`config.mk`:
```
export PLATFORM = sky130hd
export DESIGN_NAME = ps2_host_tx_flat
export DESIGN_NICKNAME = d
export VERILOG_FILES = /design/src/rtl/ps2_host_tx_if.sv /design/src/rtl/ps2_host_tx.sv /design/src/flat_wrapper.sv
export SDC_FILE = /design/constraint.sdc
export NUM_CORES = 1
export LEC_CHECK = 0
export ABC_CLOCK_PERIOD_IN_PS = 3200
export BUFFER_PORTS_ARGS = -buffer_cell sky130_fd_sc_hd__buf_2
export CAP_MARGIN = 20
export CORE_ASPECT_RATIO = 0.8
export CORE_MARGIN = 2
export CORE_UTILIZATION = 60
export DETAILED_ROUTE_END_ITERATION = 6
export PLACE_DENSITY = 0.8
export SYNTH_ARGS = -nofsm -noshare
export SYNTH_HDL_FRONTEND = slang
export SYNTH_SLANG_ARGS = --single-unit
```
`constraint.sdc`:
```
create_clock -name clk_in -period 3.2 [get_ports clk_in]
set_clock_uncertainty 0.2 [all_clocks]
set_input_delay 0.32 -clock clk_in [delete_from_list [all_inputs] [get_ports clk_in]]
set_output_delay 0.32 -clock clk_in [all_outputs]
set_load 0.005 [all_outputs]
```
`src/rtl/ps2_host_tx_if.sv`:
```
// Command/handshake and PS/2 pin bundle between a command source and ps2_host_tx.
// slave is the transmitter side; master is the command issuer plus pad logic.
interface ps2_host_tx_if;
  logic       ps2_clock;
  logic       ps2_data;
  logic       ps2_clock_oe;
  logic       ps2_data_oe;
  logic [7:0] tx_data;
  logic       tx_valid;
  logic       tx_ready;
  logic       done;
  logic       ack_ok;
  logic       error;
  logic       rx_inhibit;

  modport master (
    output tx_data, tx_valid, ps2_clock, ps2_data,
    input  tx_ready, done, ack_ok, error, rx_inhibit, ps2_clock_oe, ps2_data_oe
  );

  modport slave (
    input  tx_data, tx_valid, ps2_clock, ps2_data,
    output tx_ready, done, ack_ok, error, rx_inhibit, ps2_clock_oe, ps2_data_oe
  );
endinterface

```
`src/rtl/ps2_host_tx.sv`:
```
// Host-to-device PS/2 command transmitter: inhibit, request-to-send, shift the
// byte out on device clock falls, then sample the device ACK. Outputs are open-drain enables.
module ps2_host_tx #(
  parameter int INHIBIT_CYCLES    = 5000,
  parameter int DATA_SETUP_CYCLES = 50,
  parameter int TIMEOUT_CYCLES    = 1000000
) (
  input  logic          clk_in,
  input  logic          reset_n,
  ps2_host_tx_if.slave  bus
);

  localparam logic [19:0] INH_LAST   = 20'(INHIBIT_CYCLES - 1);
  localparam logic [19:0] SETUP_LAST = 20'(DATA_SETUP_CYCLES - 1);
  localparam logic [19:0] TMO_LAST   = 20'(TIMEOUT_CYCLES - 1);

  typedef enum logic [2:0] {
    IDLE,
    INHIBIT,
    REQ,
    SHIFT,
    WAIT_IDLE
  } state_t;

  state_t      state_q;
  logic [19:0] cnt_q;
  logic [19:0] cnt_d;
  logic [3:0]  bit_cnt_q;
  logic [8:0]  sh_q;
  logic [1:0]  clk_sync_q;
  logic [1:0]  dat_sync_q;
  logic        clk_prev_q;
  logic        clock_oe_q;
  logic        data_oe_q;
  logic        tx_ready_q;
  logic        done_q;
  logic        ack_ok_q;
  logic        error_q;
  logic        rx_inhibit_q;

  logic clk_s;
  logic dat_s;
  logic fall;
  logic accept;

  // Synchronizers reset to the idle-high bus level so reset release never looks like a fall.
  always_ff @(posedge clk_in or negedge reset_n) begin
    if (!reset_n) begin
      clk_sync_q <= 2'b11;
      dat_sync_q <= 2'b11;
      clk_prev_q <= 1'b1;
    end else begin
      clk_sync_q <= {clk_sync_q[0], bus.ps2_clock};
      dat_sync_q <= {dat_sync_q[0], bus.ps2_data};
      clk_prev_q <= clk_sync_q[1];
    end
  end

  assign clk_s  = clk_sync_q[1];
  assign dat_s  = dat_sync_q[1];
  assign fall   = clk_prev_q & ~clk_s;
  assign accept = bus.tx_valid & tx_ready_q;
  assign cnt_d  = cnt_q + 20'd1;

  // Frame shift register {parity, byte}; pure data, so it carries no reset.
  always_ff @(posedge clk_in) begin
    if (accept) begin
      sh_q <= {~^bus.tx_data, bus.tx_data};
    end else if (state_q == SHIFT && fall && bit_cnt_q <= 4'd8) begin
      sh_q <= {1'b0, sh_q[8:1]};
    end
  end

  always_ff @(posedge clk_in or negedge reset_n) begin
    if (!reset_n) begin
      state_q      <= IDLE;
      cnt_q        <= '0;
      bit_cnt_q    <= '0;
      clock_oe_q   <= 1'b0;
      data_oe_q    <= 1'b0;
      tx_ready_q   <= 1'b1;
      done_q       <= 1'b0;
      ack_ok_q     <= 1'b0;
      error_q      <= 1'b0;
      rx_inhibit_q <= 1'b0;
    end else begin
      done_q  <= 1'b0;
      error_q <= 1'b0;
      case (state_q)
        IDLE: begin
          clock_oe_q   <= 1'b0;
          data_oe_q    <= 1'b0;
          rx_inhibit_q <= 1'b0;
          tx_ready_q   <= 1'b1;
          if (accept) begin
            state_q      <= INHIBIT;
            clock_oe_q   <= 1'b1;
            tx_ready_q   <= 1'b0;
            rx_inhibit_q <= 1'b1;
            ack_ok_q     <= 1'b0;
            cnt_q        <= '0;
            bit_cnt_q    <= '0;
          end
        end
        INHIBIT: begin
          if (cnt_q == INH_LAST) begin
            state_q   <= REQ;
            data_oe_q <= 1'b1;
            cnt_q     <= '0;
          end else begin
            cnt_q <= cnt_d;
          end
        end
        REQ: begin
          if (cnt_q == SETUP_LAST) begin
            state_q    <= SHIFT;
            clock_oe_q <= 1'b0;
            cnt_q      <= '0;
          end else begin
            cnt_q <= cnt_d;
          end
        end
        SHIFT: begin
          if (fall) begin
            cnt_q     <= '0;
            bit_cnt_q <= bit_cnt_q + 4'd1;
            if (bit_cnt_q <= 4'd8) begin
              data_oe_q <= ~sh_q[0];
            end else if (bit_cnt_q == 4'd9) begin
              data_oe_q <= 1'b0;
            end else begin
              ack_ok_q <= ~dat_s;
              state_q  <= WAIT_IDLE;
            end
          end else if (cnt_q == TMO_LAST) begin
            state_q      <= IDLE;
            error_q      <= 1'b1;
            ack_ok_q     <= 1'b0;
            clock_oe_q   <= 1'b0;
            data_oe_q    <= 1'b0;
            rx_inhibit_q <= 1'b0;
          end else begin
            cnt_q <= cnt_d;
          end
        end
        WAIT_IDLE: begin
          clock_oe_q <= 1'b0;
          data_oe_q  <= 1'b0;
          if (clk_s && dat_s) begin
            state_q      <= IDLE;
            done_q       <= 1'b1;
            rx_inhibit_q <= 1'b0;
          end else if (fall) begin
            cnt_q <= '0;
          end else if (cnt_q == TMO_LAST) begin
            state_q      <= IDLE;
            error_q      <= 1'b1;
            ack_ok_q     <= 1'b0;
            rx_inhibit_q <= 1'b0;
          end else begin
            cnt_q <= cnt_d;
          end
        end
        default: begin
          state_q      <= IDLE;
          clock_oe_q   <= 1'b0;
          data_oe_q    <= 1'b0;
          rx_inhibit_q <= 1'b0;
        end
      endcase
    end
  end

  assign bus.ps2_clock_oe = clock_oe_q;
  assign bus.ps2_data_oe  = data_oe_q;
  assign bus.tx_ready     = tx_ready_q;
  assign bus.done         = done_q;
  assign bus.ack_ok       = ack_ok_q;
  assign bus.error        = error_q;
  assign bus.rx_inhibit   = rx_inhibit_q;

endmodule

```
`src/flat_wrapper.sv`:
```
// flat-port wrapper written by rule: the top's interface ports become plain ports
module ps2_host_tx_flat 
#(
  parameter int INHIBIT_CYCLES    = 5000,
  parameter int DATA_SETUP_CYCLES = 50,
  parameter int TIMEOUT_CYCLES    = 1000000
)
  (clk_in, reset_n, bus_tx_data, bus_tx_valid, bus_ps2_clock, bus_ps2_data, bus_tx_ready, bus_done, bus_ack_ok, bus_error, bus_rx_inhibit, bus_ps2_clock_oe, bus_ps2_data_oe);
  ps2_host_tx_if bus_i ();
  input  logic clk_in;
  input  logic reset_n;
  input wire logic [$bits(bus_i.tx_data)-1:0] bus_tx_data;
  input wire logic [$bits(bus_i.tx_valid)-1:0] bus_tx_valid;
  input wire logic [$bits(bus_i.ps2_clock)-1:0] bus_ps2_clock;
  input wire logic [$bits(bus_i.ps2_data)-1:0] bus_ps2_data;
  output wire logic [$bits(bus_i.tx_ready)-1:0] bus_tx_ready;
  output wire logic [$bits(bus_i.done)-1:0] bus_done;
  output wire logic [$bits(bus_i.ack_ok)-1:0] bus_ack_ok;
  output wire logic [$bits(bus_i.error)-1:0] bus_error;
  output wire logic [$bits(bus_i.rx_inhibit)-1:0] bus_rx_inhibit;
  output wire logic [$bits(bus_i.ps2_clock_oe)-1:0] bus_ps2_clock_oe;
  output wire logic [$bits(bus_i.ps2_data_oe)-1:0] bus_ps2_data_oe;
  assign bus_i.tx_data = bus_tx_data;
  assign bus_i.tx_valid = bus_tx_valid;
  assign bus_i.ps2_clock = bus_ps2_clock;
  assign bus_i.ps2_data = bus_ps2_data;
  assign bus_tx_ready = bus_i.tx_ready;
  assign bus_done = bus_i.done;
  assign bus_ack_ok = bus_i.ack_ok;
  assign bus_error = bus_i.error;
  assign bus_rx_inhibit = bus_i.rx_inhibit;
  assign bus_ps2_clock_oe = bus_i.ps2_clock_oe;
  assign bus_ps2_data_oe = bus_i.ps2_data_oe;
  ps2_host_tx #(.INHIBIT_CYCLES(INHIBIT_CYCLES), .DATA_SETUP_CYCLES(DATA_SETUP_CYCLES), .TIMEOUT_CYCLES(TIMEOUT_CYCLES)) u_core (.clk_in(clk_in), .reset_n(reset_n), .bus(bus_i));
endmodule
```
* Word-level counts from Yosys, hierarchy flattened
Index checks and enable logic that the tools add are counted.
** Storage, ports and cells
- Output and inout bits :: 7
- Bits in registers :: 48
- Word-level logic and storage cells :: 112
** Cells by class
- Reductions and logical operators :: 16
- Bitwise gates (word level) :: 7
- Magnitude comparators :: 1
- Mux-type cells :: 51
- Equality and inequality tests :: 21
- Add/sub/neg operators :: 2
** Operator list (count)
- $mux W20 :: 6
- $pmux W20 S5 :: 1
- $mux W3 :: 9
- $mux W1 :: 24
- $add A20 B1 Y20 const B :: 1
- $eq A20 B13 Y1 const B :: 1
- $eq A20 B20 Y1 const B :: 1
- $eq A20 B6 Y1 const B :: 1
- $mux W9 :: 2
- $pmux W3 S5 :: 1
- $reduce_and A6 Y1 :: 2
- $ne A3 B3 Y1 const B :: 3
- $mux W4 :: 2
- $ne A2 B1 Y1 const B :: 4
- $ne A2 B2 Y1 const B :: 4
- $pmux W1 S4 :: 2
- $pmux W4 S2 :: 1
- $reduce_and A4 Y1 :: 2
- $reduce_xnor A8 Y1 :: 1
- $eq A3 B2 Y1 const B :: 2
- $pmux W1 S3 :: 2
- $reduce_and A3 Y1 :: 2
- $not A1 Y1 :: 5
- $reduce_bool A5 Y1 :: 1
- other kinds (14) :: 18

* Longest topological paths before layout
Gate-level depths: netlist (run 1).
- Depth after elaboration :: 6
- Depth in mapped cells :: 8
- Gate-level depth less buffers :: 7

* Worst setup path before layout (run 1)
No wires, ideal clock.
- Path type :: register to register
- From :: register u_core.cnt_q[11]
- To :: register u_core.cnt_q[16]
- Slack :: 0.761 ns
- Arrival time :: 2.120 ns
- Clock period less this slack :: 2.439 ns
- Required time :: 2.881 ns
- Stages on the path, launching flop included :: 7
- Library setup time :: 0.119 ns
- Cells stage by stage :: dfrtp_1 or4_4 nor3_4 a31oi_4 nor4_4 buf_6 nor2_2
** On the way
- Longest elaborated chain between the ends :: 5
** Ends and longest elaborated chain
- start, declared :: RTL line ps2_host_tx.sv:26 : logic [19:0] cnt_q;
- start signal, assigned :: RTL line ps2_host_tx.sv:111 : cnt_q <= cnt_d;
- start signal, assigned :: RTL line ps2_host_tx.sv:120 : cnt_q <= cnt_d;
- start signal, assigned :: RTL line ps2_host_tx.sv:143 : cnt_q <= cnt_d;
- $add A20 B1 Y20 / $eq A20 B20 Y1 (equally long branches) :: RTL line ps2_host_tx.sv:63, ps2_host_tx.sv:135, ps2_host_tx.sv:155
- $mux W20 :: RTL line ps2_host_tx.sv:135, ps2_host_tx.sv:155
- $mux W20 :: RTL line ps2_host_tx.sv:124 : if (fall) begin
- $mux W20 :: RTL line ps2_host_tx.sv:149 : if (clk_s && dat_s) begin
- $pmux W20 S5 * :: RTL line ps2_host_tx.sv:89 : case (state_q)
Every way passes the cells marked *; elsewhere a longest branch is shown, timed or not. The select of a mux whose other input is x is not followed.
A chain may end at the register's enable or synchronous reset.

* Final worst setup path (run 1)
- From :: register u_core.cnt_q[14]
- To :: register u_core.cnt_q[6]
** On the way
- Longest elaborated chain between the ends :: 5
** Ends and longest elaborated chain (RTL line)
- $eq A20 B20 Y1 :: ps2_host_tx.sv:135, ps2_host_tx.sv:155
- $mux W20 (3 in series)
- $pmux W20 S5 * :: ps2_host_tx.sv:89
Marks and branches as above.

==> results of run 1 <==
-- stage by stage --
stage	instances	util [%]	worst slack, ns	cell area (sq um)	hold WS (ns)
after floorplan	263	-	0.761	2720	-0.176
after global placement	334	67.3	0.670	2860	0.145
after detailed placement	334	67.3	0.649	2860	0.149
after CTS	345	71.5	0.639	3040	0.147
after global routing	345	71.5	0.447	3040	0.141
final	345	71.5	0.614	3040	0.150
-- final timing paths --
check	to	slack (ns)	depth (start not counted)	start
max in group asynchronous	u_core.bus.rx_inhibit	1.77	2	reset_n
setup / recovery	u_core.cnt_q[6]	0.61	6	u_core.cnt_q[14]
hold / removal	u_core.sh_q[3]	0.15	2	bus_tx_data[3]
setup reg to reg	u_core.cnt_q[6]	0.61	6	u_core.cnt_q[14]
min in group asynchronous	u_core.bus.done	0.48	2	reset_n
hold reg to reg	u_core.clk_sync_q[1]	0.16	0	u_core.clk_sync_q[0]
-- kinds of logic (layout without fill, tap and decap cells) --
family,count (synthesis),in the layout,synth area share [%]
simple gates,113,113,24.5
compound gates,54,54,14.4
flops,48,48,46.2
xor+xnor,18,18,5.81
buf+inv,15,40,2.76
mux,10,10,4.10
fa+ha+maj,5,5,2.30
-- area by class of cell --
type                    count  area, sq um  area share, %
well taps                  57         71.3           2.34
clock inverters             1         30.0          0.987
clock buffers               7          119           3.91
multi-input cells         200         1390           45.6
flip-flops and latches     48         1250           41.2
repair buffers             27          163           5.35
inverters                   5         18.8          0.617
-- per-layer routing --
layer | track usage, % | routed length [microns] | vias up
met5 | 0 | 0 | -
met4 | 6.90 | 72 | 0
met3 | 5.37 | 420 | 10
met2 | 37.2 | 2490 | 86
met1 | 38.2 | 2820 | 1033
li1 | - | - | 1030
-- worst max-delay path: stages (launching register included) --
cell and delay [ns]:
dfrtp_1 0.45, or4_1 0.56, nor3_2 0.35, a31oi_2 0.24, nor4_4 0.24, buf_4 0.31, a211oi_1 0.08
-- sequential cells by signal (all words and copies together) (netlist names) --
signal                   flops
u_core.cnt_q                20
u_core.sh_q                  9
u_core.bit_cnt_q             4
u_core.state_q               3
u_core.clk_sync_q            2
u_core.dat_sync_q            2
u_core.bus.ack_ok            1
u_core.bus.done              1
u_core.bus.error             1
u_core.bus.ps2_clock_oe      1
u_core.bus.ps2_data_oe       1
u_core.bus.rx_inhibit        1
u_core.bus.tx_ready          1
u_core.clk_prev_q            1
-- report_power, final --
part	leakage [nW]	switching [W]	internal [W]	total [W]
combinational	0.556	0.000489	0.000326	0.000815
clock	0.0747	0.000208	0.000328	0.000536
sequential	0.599	0.0000830	0.000759	0.000842
total	1.23	0.000780	0.00141	0.00219
-- placed cells by master, fill, tap and decap left out, types with 2 or more instances in the layout --
master	count
dfrtp_1	33
nor2_1	20
nand2_1	19
buf_2	19
a21oi_1	12
nand4_1	11
xnor2_1	11
mux2_2	9
nor2_2	9
edfxtp_1	9
o21ai_0	8
nand3_1	7
xor2_1	7
or3_1	6
nor3_1	6
dfstp_2	6
inv_1	5
nor2b_1	5
o31ai_1	5
ha_1	5
clkbuf_8	5
buf_4	5
nand2b_1	4
or4_1	4
and3_1	4
a31oi_1	4
a211oi_1	3
and4_1	3
a311oi_1	3
dlygate4sd3_1	3
o211ai_1	2
a22o_1	2
o41ai_1	2
and3_2	2
clkbuf_16	2
==> flow_metrics.env, run 1 <==
export IMPL_outcome="finished clean"
export IMPL_tns_ns=0
export IMPL_die_width_microns=79.2
export IMPL_die_h_microns=64.2
export IMPL_drc_errors=0
export IMPL_rsz0062_at_grt="no"
export IMPL_worstSetupEndpointType="register"
export IMPL_synth_most_common_cell="dfrtp_1"
export IMPL_port_buffers=19
export IMPL_ys_flop_type="dfrtp_1"
export IMPL_fin_crit_sh_pct=80.8
export IMPL_insertion_delay_ns=0.30
export IMPL_synthTopCellsByArea="dfrtp_1, edfxtp_1, dfstp_2"
export IMPL_netlist_area_leader_share_pct=30.4
export IMPL_cts_hold_fix_buffers=3
export IMPL_power_density_mw_per_mm2=721
export IMPL_postSynthCellCount=263
export IMPL_areaGrowthSynthToFinish_pct=12.0
export IMPL_cellLeakagePower_nw=1.23
export IMPL_ant_nets=0
export IMPL_synth_nets=281
export IMPL_setup_violations=0
export IMPL_maxCapViolations=0
export IMPL_fmax_mhz=387
export IMPL_yosys_warnings=0
export IMPL_num_vias=2159
export IMPL_synth_edf_count=9
export IMPL_ir_drop_uv=426
export IMPL_min_path_type="in -> reg"
export IMPL_initialDrtViolationCount=192
export IMPL_max_slew_margin_pct=40.8
export IMPL_antenna_found_initial=0
export IMPL_p_total_w=0.00219
export IMPL_yosysSeqAreaShare_pct=46.2
export IMPL_htreeDepth=2
export IMPL_grt_pass1_vias=2068
export IMPL_coreArea_sq_mm=0.00426
export IMPL_start_util_pct=63.8
export IMPL_gp_congestion=0.867
export IMPL_cts_made_buffers=5
export IMPL_viasPerCell=6.26
export IMPL_hpwl_microns=4020
export IMPL_fin_crit_ns=2.59
export IMPL_path_clk_slew_ns=0.09
export IMPL_grt_start_max_net_pins=40
export IMPL_fillers=320
export IMPL_hold_violations=0
export IMPL_clockRootBuffer="clkbuf_8"
export IMPL_antennaDiodeCount=0
export IMPL_synth_seq_cells=48
export IMPL_worstPathRequired_ns=3.15
export IMPL_crit_type="reg -> reg"
export IMPL_rows=21
export IMPL_clk_path_buf_depth=2
export IMPL_tritoncts="built"
export IMPL_wl_microns=5810
export IMPL_routedWlPerCell_microns=16.8
export IMPL_io_pins=20
export IMPL_cp_arrival_ns=2.53
export IMPL_yosysUniqueCellTypes=63
export IMPL_nets=305
export IMPL_ys_async_sr_fraction_pct=81.3
export IMPL_syn_cell_area_sq_mm=0.00272
export IMPL_synthTopCellsByCount="dfrtp_1, nor2_1, nand2_1, a21oi_1"
export IMPL_grt_total_usage_pct=25.4
export IMPL_start_kind="register"
export IMPL_synth_top_cell_by_area="dfrtp_1"
export IMPL_worstMarginPinSlew_ns=0.888
export IMPL_worstPathMaxFanout=19
export IMPL_drive_above_1_share_pct=24.3
export IMPL_post_cts_buffers=0
export IMPL_dieArea_sq_mm=0.00508
export IMPL_firstDrtPassIters=4
export IMPL_grt_overflow_total=0
export IMPL_slew_violations=0
export IMPL_grt_pass1_wl_microns=9960
export IMPL_cts_sinks=48
export IMPL_post_cts_resize_count=0
export IMPL_syn_avg_cell_area_sq_um=10.3
(Power assumes the default switching activity.)
==> run 2, diff against run 1 <==
ABC_CLOCK_PERIOD_IN_PS = 2500   (was 3200)
clock period = 2.5 ns   (was 3.2 ns; I/O delays follow)
==> run 2 against run 1 <==
Effect of this change: fmax rose by 7.8%; sequential share of layout area fell by 1.5 points; die area did not move; non-clock buffer count rose by 17.
==> flow_metrics.env, run 2 (synthesis gave the netlist of run 1 again) <==
export IMPL_outcome="finished clean"
export IMPL_tritoncts="built"
export IMPL_netSwitchingPower_w=0.00104
export IMPL_antenna_found_initial=0
export IMPL_drc_errors=0
export IMPL_insertion_delay_ns=0.30
export IMPL_start_kind="register"
export IMPL_crit_chain="or4_4, nor3_4, a31oi_4, nor4_4, buf_12, a311oi_1"
export IMPL_slew_violations=0
export IMPL_maxCapViolations=0
export IMPL_rows=21
export IMPL_drive_above_1_share_pct=28.2
export IMPL_p_comb_share_pct=42.4
export IMPL_regMostFlops="u_core.cnt_q"
export IMPL_post_cts_buffers=0
export IMPL_crit_type="reg -> reg"
export IMPL_max_stage_delay_ns=0.57
export IMPL_grt_start_max_net_pins=40
export IMPL_seqPwrFrac_pct=39.1
export IMPL_routedWlPerCell_microns=17.2
export IMPL_gp_congestion=0.895
export IMPL_die_width_microns=79.2
export IMPL_max_slew_margin_pct=40.6
export IMPL_power_density_mw_per_mm2=878
export IMPL_antennaDiodeCount=0
export IMPL_initialDrtViolationCount=175
export IMPL_final_cell_mix="dfrtp_1, nor2_1, buf_4"
export IMPL_final_common_cell="dfrtp_1"
export IMPL_ir_drop_uv=560
export IMPL_die_h_microns=64.2
export IMPL_min_from="bus_tx_data[1]"
export IMPL_worst_r2r_startpoint="u_core.cnt_q[11]"
export IMPL_num_vias=2265
export IMPL_grt_pass1_wl_microns=10200
export IMPL_path_clk_slew_ns=0.09
export IMPL_cts_made_buffers=5
export IMPL_worstPathRequired_ns=2.47
export IMPL_viasPerCell=6.26
export IMPL_power_frac_clock_pct=18.5
export IMPL_rsz0062_at_grt="no"
export IMPL_dieArea_sq_mm=0.00508
export IMPL_min_path_type="in -> reg"
export IMPL_cts_sinks=48
export IMPL_slowest_stage="or4_4"
export IMPL_cp_startpoint="u_core.cnt_q[11]"
export IMPL_grt_pass1_vias=2102
export IMPL_fmax_mhz=417
export IMPL_grt_overflow_total=0
export IMPL_grt_total_usage_pct=26.3
export IMPL_top_regs="u_core.cnt_q: 20 flops, u_core.sh_q: 9 flops, u_core.bit_cnt_q: 4 flops"
export IMPL_ant_nets=0
export IMPL_clk_path_buf_depth=2
export IMPL_clockRootBuffer="clkbuf_8"
export IMPL_hold_violations=0
export IMPL_worstPathMaxFanout=19
export IMPL_firstDrtPassIters=5
export IMPL_htreeDepth=2
export IMPL_coreArea_sq_mm=0.00426
export IMPL_start_util_pct=63.8
export IMPL_nets=322
export IMPL_p_total_w=0.00277
export IMPL_swShare_pct=37.4
export IMPL_cp_arrival_ns=2.37
export IMPL_hpwl_microns=4440
export IMPL_tns_ns=0
export IMPL_worstMarginPinSlew_ns=0.891
export IMPL_io_pins=20
export IMPL_worstSetupEndpointType="register"
export IMPL_fin_crit_ns=2.40
export IMPL_port_buffers=19
export IMPL_fin_crit_sh_pct=95.9
export IMPL_setup_violations=0
export IMPL_intPower_w=0.00173
export IMPL_areaGrowthSynthToFinish_pct=16.2
export IMPL_largest_register_ffs=20
export IMPL_cellLeakagePower_nw=1.31
export IMPL_wl_microns=6240
-- run 2: cell types whose count changed in the layout (fill, tap and decap cells not counted), sizes merged --
cell,delta
buf,+17
bufinv,-1
clkinv,+1
-- run 2: repair_timing --
item / CTS / global route
endpoints found under the setup margin: 0 / 5
hold buffers: 3 / 0
gates resized for setup: 0 / 1
hold endpoints to repair: 35 / 0
-- run 2: final timing paths --
| kind | depth (start not counted) | endpoint | slack (ns) |
|---|---|---|---|
| setup / recovery | 6 | u_core.cnt_q[4] | 0.10 |
| hold / removal | 2 | u_core.sh_q[1] | 0.09 |
| setup reg to reg | 6 | u_core.cnt_q[4] | 0.10 |
| hold reg to reg | 0 | u_core.dat_sync_q[1] | 0.16 |
| max in group asynchronous | 2 | u_core.bit_cnt_q[3] | 1.14 |
| min in group asynchronous | 2 | u_core.bus.ps2_data_oe | 0.41 |
-- run 2: critical path: cells and delay by family (launching register included) --
family,cells,cell delay [ns]
AND/OR/NAND/NOR,3,1.23
flip-flops,1,0.39
AO/OA/AOI/OAI,2,0.24
buffers and inverters,1,0.21
-- run 2: power by group through the flow --
| stage | Combinational [W] | Sequential [W] | Clock [W] |
|---|---|---|---|
| after floorplan | 0.000763 | 0.00107 | 0 |
| after global placement | 0.00112 | 0.00108 | 0 |
| after detailed placement | 0.00115 | 0.00109 | 0 |
| after CTS | 0.00116 | 0.00108 | 0.000518 |
| after global routing | 0.00128 | 0.00110 | 0.000562 |
| final | 0.00118 | 0.00108 | 0.000512 |
-- run 2: area by class of cell --
type | instances | area [sq um]
flip-flops and latches | 48 | 1250
clock inverters | 1 | 5.00
repair buffers | 44 | 315
fillers | 335 | 1100
multi-input cells | 200 | 1390
clock buffers | 7 | 97.6
inverters | 5 | 18.8
well taps | 57 | 71.3
-- run 2: per-layer routing --
layer	GRT usage, %	up-vias	part of all wire [%]
met5	0	-	0
met4	3.66	0	0.61
met3	8.47	7	8.8
met2	37.7	103	43
met1	39.8	1098	47
li1	-	1057	-
-- run 2: stage by stage --
stage          util (%)  cells  hold WS, ns  cell area (sq um)  worst slack (ns)
5_1_grt            74.1    362       0.0726               3150            0.0300
6_report           74.1    362       0.0872               3150             0.102
3_3_place_gp       70.8    351        0.145               3020             0.156
3_5_place_dp       70.8    351        0.149               3020             0.110
4_1_cts            74.0    362       0.0839               3150            0.0670
2_1_floorplan         -    263       -0.246               2720            0.0610
==> run 3, diff against run 2 <==
CORE_UTILIZATION = 62   (was 60)
CTS_BUF_LIST = sky130_fd_sc_hd__clkbuf_2 sky130_fd_sc_hd__clkbuf_4 sky130_fd_sc_hd__clkbuf_8   (was default)
PLACE_DENSITY = 0.83   (was 0.8)
==> run 3 against run 2 <==
Effect of this change: flip-flop and latch count is the same; final cell count down 0.55%; critical path depth decreased by 1; count of clock-buffer cells in the layout is 1 higher; clock power is 4.7% lower; die area decreased by 3.0%; utilization is 0.12 points higher; largest power group unchanged; highest routed layer unchanged.
==> flow_metrics.env, run 3 (synthesis gave the netlist of run 1 again) <==
export IMPL_cts_sinks=48
export IMPL_maxCapViolations=0
export IMPL_hold_violations=0
export IMPL_cellLeakagePower_nw=1.29
export IMPL_tritoncts="built"
export IMPL_fmax_mhz=400
export IMPL_ant_nets=0
export IMPL_antennaDiodeCount=0
export IMPL_drc_errors=0
export IMPL_clockRootBuffer="clkbuf_8"
export IMPL_grt_pass1_vias=1973
export IMPL_die_width_microns=78.0
export IMPL_antenna_found_initial=0
export IMPL_grt_overflow_total=0
export IMPL_endpoint="u_core.cnt_q[4]"
export IMPL_htreeDepth=2
export IMPL_grt_total_usage_pct=25.5
export IMPL_clk_path_buf_depth=2
export IMPL_wl_microns=5800
export IMPL_final_common_cell="dfrtp_1"
export IMPL_final_cell_mix="dfrtp_1, nor2_1, nand2_1, buf_2, buf_4"
export IMPL_grt_pass1_wl_microns=9720
export IMPL_multi_input_area_sq_mm=0.00139
export IMPL_gp_congestion=0.975
export IMPL_worst_r2r_startpoint="u_core.state_q[0]"
export IMPL_max_slew_margin_pct=43.3
export IMPL_initialDrtViolationCount=154
export IMPL_crit_type="reg -> reg"
export IMPL_worstSetupEndpointType="register"
export IMPL_coreArea_sq_mm=0.00420
export IMPL_stdcell_count=360
export IMPL_outcome="finished clean"
export IMPL_dp_cells=349
export IMPL_dpl_cell_area_sq_mm=0.00299
export IMPL_viasPerCell=6.29
export IMPL_top_regs="u_core.cnt_q: 20 flops, u_core.sh_q: 9 flops, u_core.bit_cnt_q: 4 flops"
export IMPL_tns_ns=0
export IMPL_hpwl_microns=4080
export IMPL_rows=21
export IMPL_r2r_end="u_core.cnt_q[4]"
export IMPL_drive_above_1_share_pct=28.1
export IMPL_cts_made_buffers=5
export IMPL_r2r_cells=5
export IMPL_fin_crit_sh_pct=100
export IMPL_regArea_sq_mm=0.00125
export IMPL_fillers=298
export IMPL_firstDrtPassIters=4
export IMPL_cp_startpoint="u_core.state_q[0]"
export IMPL_start_kind="register"
export IMPL_fin_util_pct=74.2
export IMPL_io_pins=20
export IMPL_grt_start_max_net_pins=40
export IMPL_num_vias=2263
export IMPL_fin_ws_ns=0.000840
export IMPL_preCtsSetupSlack_ns=0.0922
export IMPL_power_density_mw_per_mm2=865
export IMPL_worstMarginPinSlew_ns=0.851
export IMPL_routedWlPerCell_microns=16.1
export IMPL_setup_violations=0
export IMPL_start_util_pct=64.6
export IMPL_worstPathRequired_ns=2.51
export IMPL_slew_violations=0
export IMPL_largest_register_ffs=20
export IMPL_cp_arrival_ns=2.51
export IMPL_insertion_delay_ns=0.30
export IMPL_dieArea_sq_mm=0.00493
export IMPL_path_clk_slew_ns=0.09
export IMPL_finalInstanceArea_sq_mm=0.00312
export IMPL_areaGrowthSynthToFinish_pct=14.9
export IMPL_die_h_microns=63.2
export IMPL_ir_drop_uv=768
export IMPL_port_buffers=19
export IMPL_r2r_slack_ns=0.0008
export IMPL_nets=320
export IMPL_worstPathMaxFanout=16
export IMPL_min_path_type="in -> reg"
export IMPL_fin_crit_ns=2.50
export IMPL_regMostFlops="u_core.cnt_q"
run 3: stage by stage:
step           hold slack (ns)  total power, W
6_report                0.0800         0.00270
3_3_place_gp             0.146         0.00219
4_1_cts                 0.0769         0.00270
3_5_place_dp             0.150         0.00221
5_1_grt                 0.0776         0.00289
2_1_floorplan           -0.246         0.00183
run 3: where the power goes:
group / total, W / internal, W / leakage [nW] / switching (W)
Sequential: 0.00107 / 0.000971 / 0.599 / 0.000102
Clock: 0.000488 / 0.000247 / 0.0523 / 0.000241
Combinational: 0.00114 / 0.000495 / 0.636 / 0.000642
run 3: per-layer routing:
metal / part of all wire (%) / GRT usage (%) / vias up
li1: - / - / 1070
met1: 48 / 40.8 / 1085
met2: 42 / 35.0 / 101
met3: 8.8 / 5.73 / 7
met4: 0.88 / 5.92 / 0
met5: 0 / 0 / -
run 3: repair_timing:
item,4_1_cts,5_1_grt
endpoints found under the setup margin,0,7
setup buffers,0,0
resized for setup,0,2
endpoints found under the hold margin,35,0
hold buffers,3,0
run 3: area by class of cell:
type | instances | share of cell area, %
repair buffers | 42 | 9.22
inverters | 5 | 0.601
well taps | 57 | 2.29
multi-input cells | 200 | 44.6
clock buffers | 8 | 3.13
flip-flops and latches | 48 | 40.2
run 3: critical path, cell delays in order, from the launching register on:
cell	delay [ns]
dfrtp_1	0.41
or3b_2	0.52
a2111oi_1	0.54
and3_4	0.38
nor2_1	0.08
a311oi_1	0.27
run 3: worst min path at each step:
stage / startpoint / endpoint / depth (start not counted)
2_1_floorplan: reset_n / u_core.bit_cnt_q[0] / 0
3_3_place_gp: u_core.dat_sync_q[0] / u_core.dat_sync_q[1] / 0
3_5_place_dp: u_core.clk_sync_q[0] / u_core.clk_sync_q[1] / 0
4_1_cts: bus_tx_data[4] / u_core.sh_q[4] / 2
5_1_grt: bus_tx_data[1] / u_core.sh_q[1] / 2
6_report: bus_tx_data[4] / u_core.sh_q[4] / 2
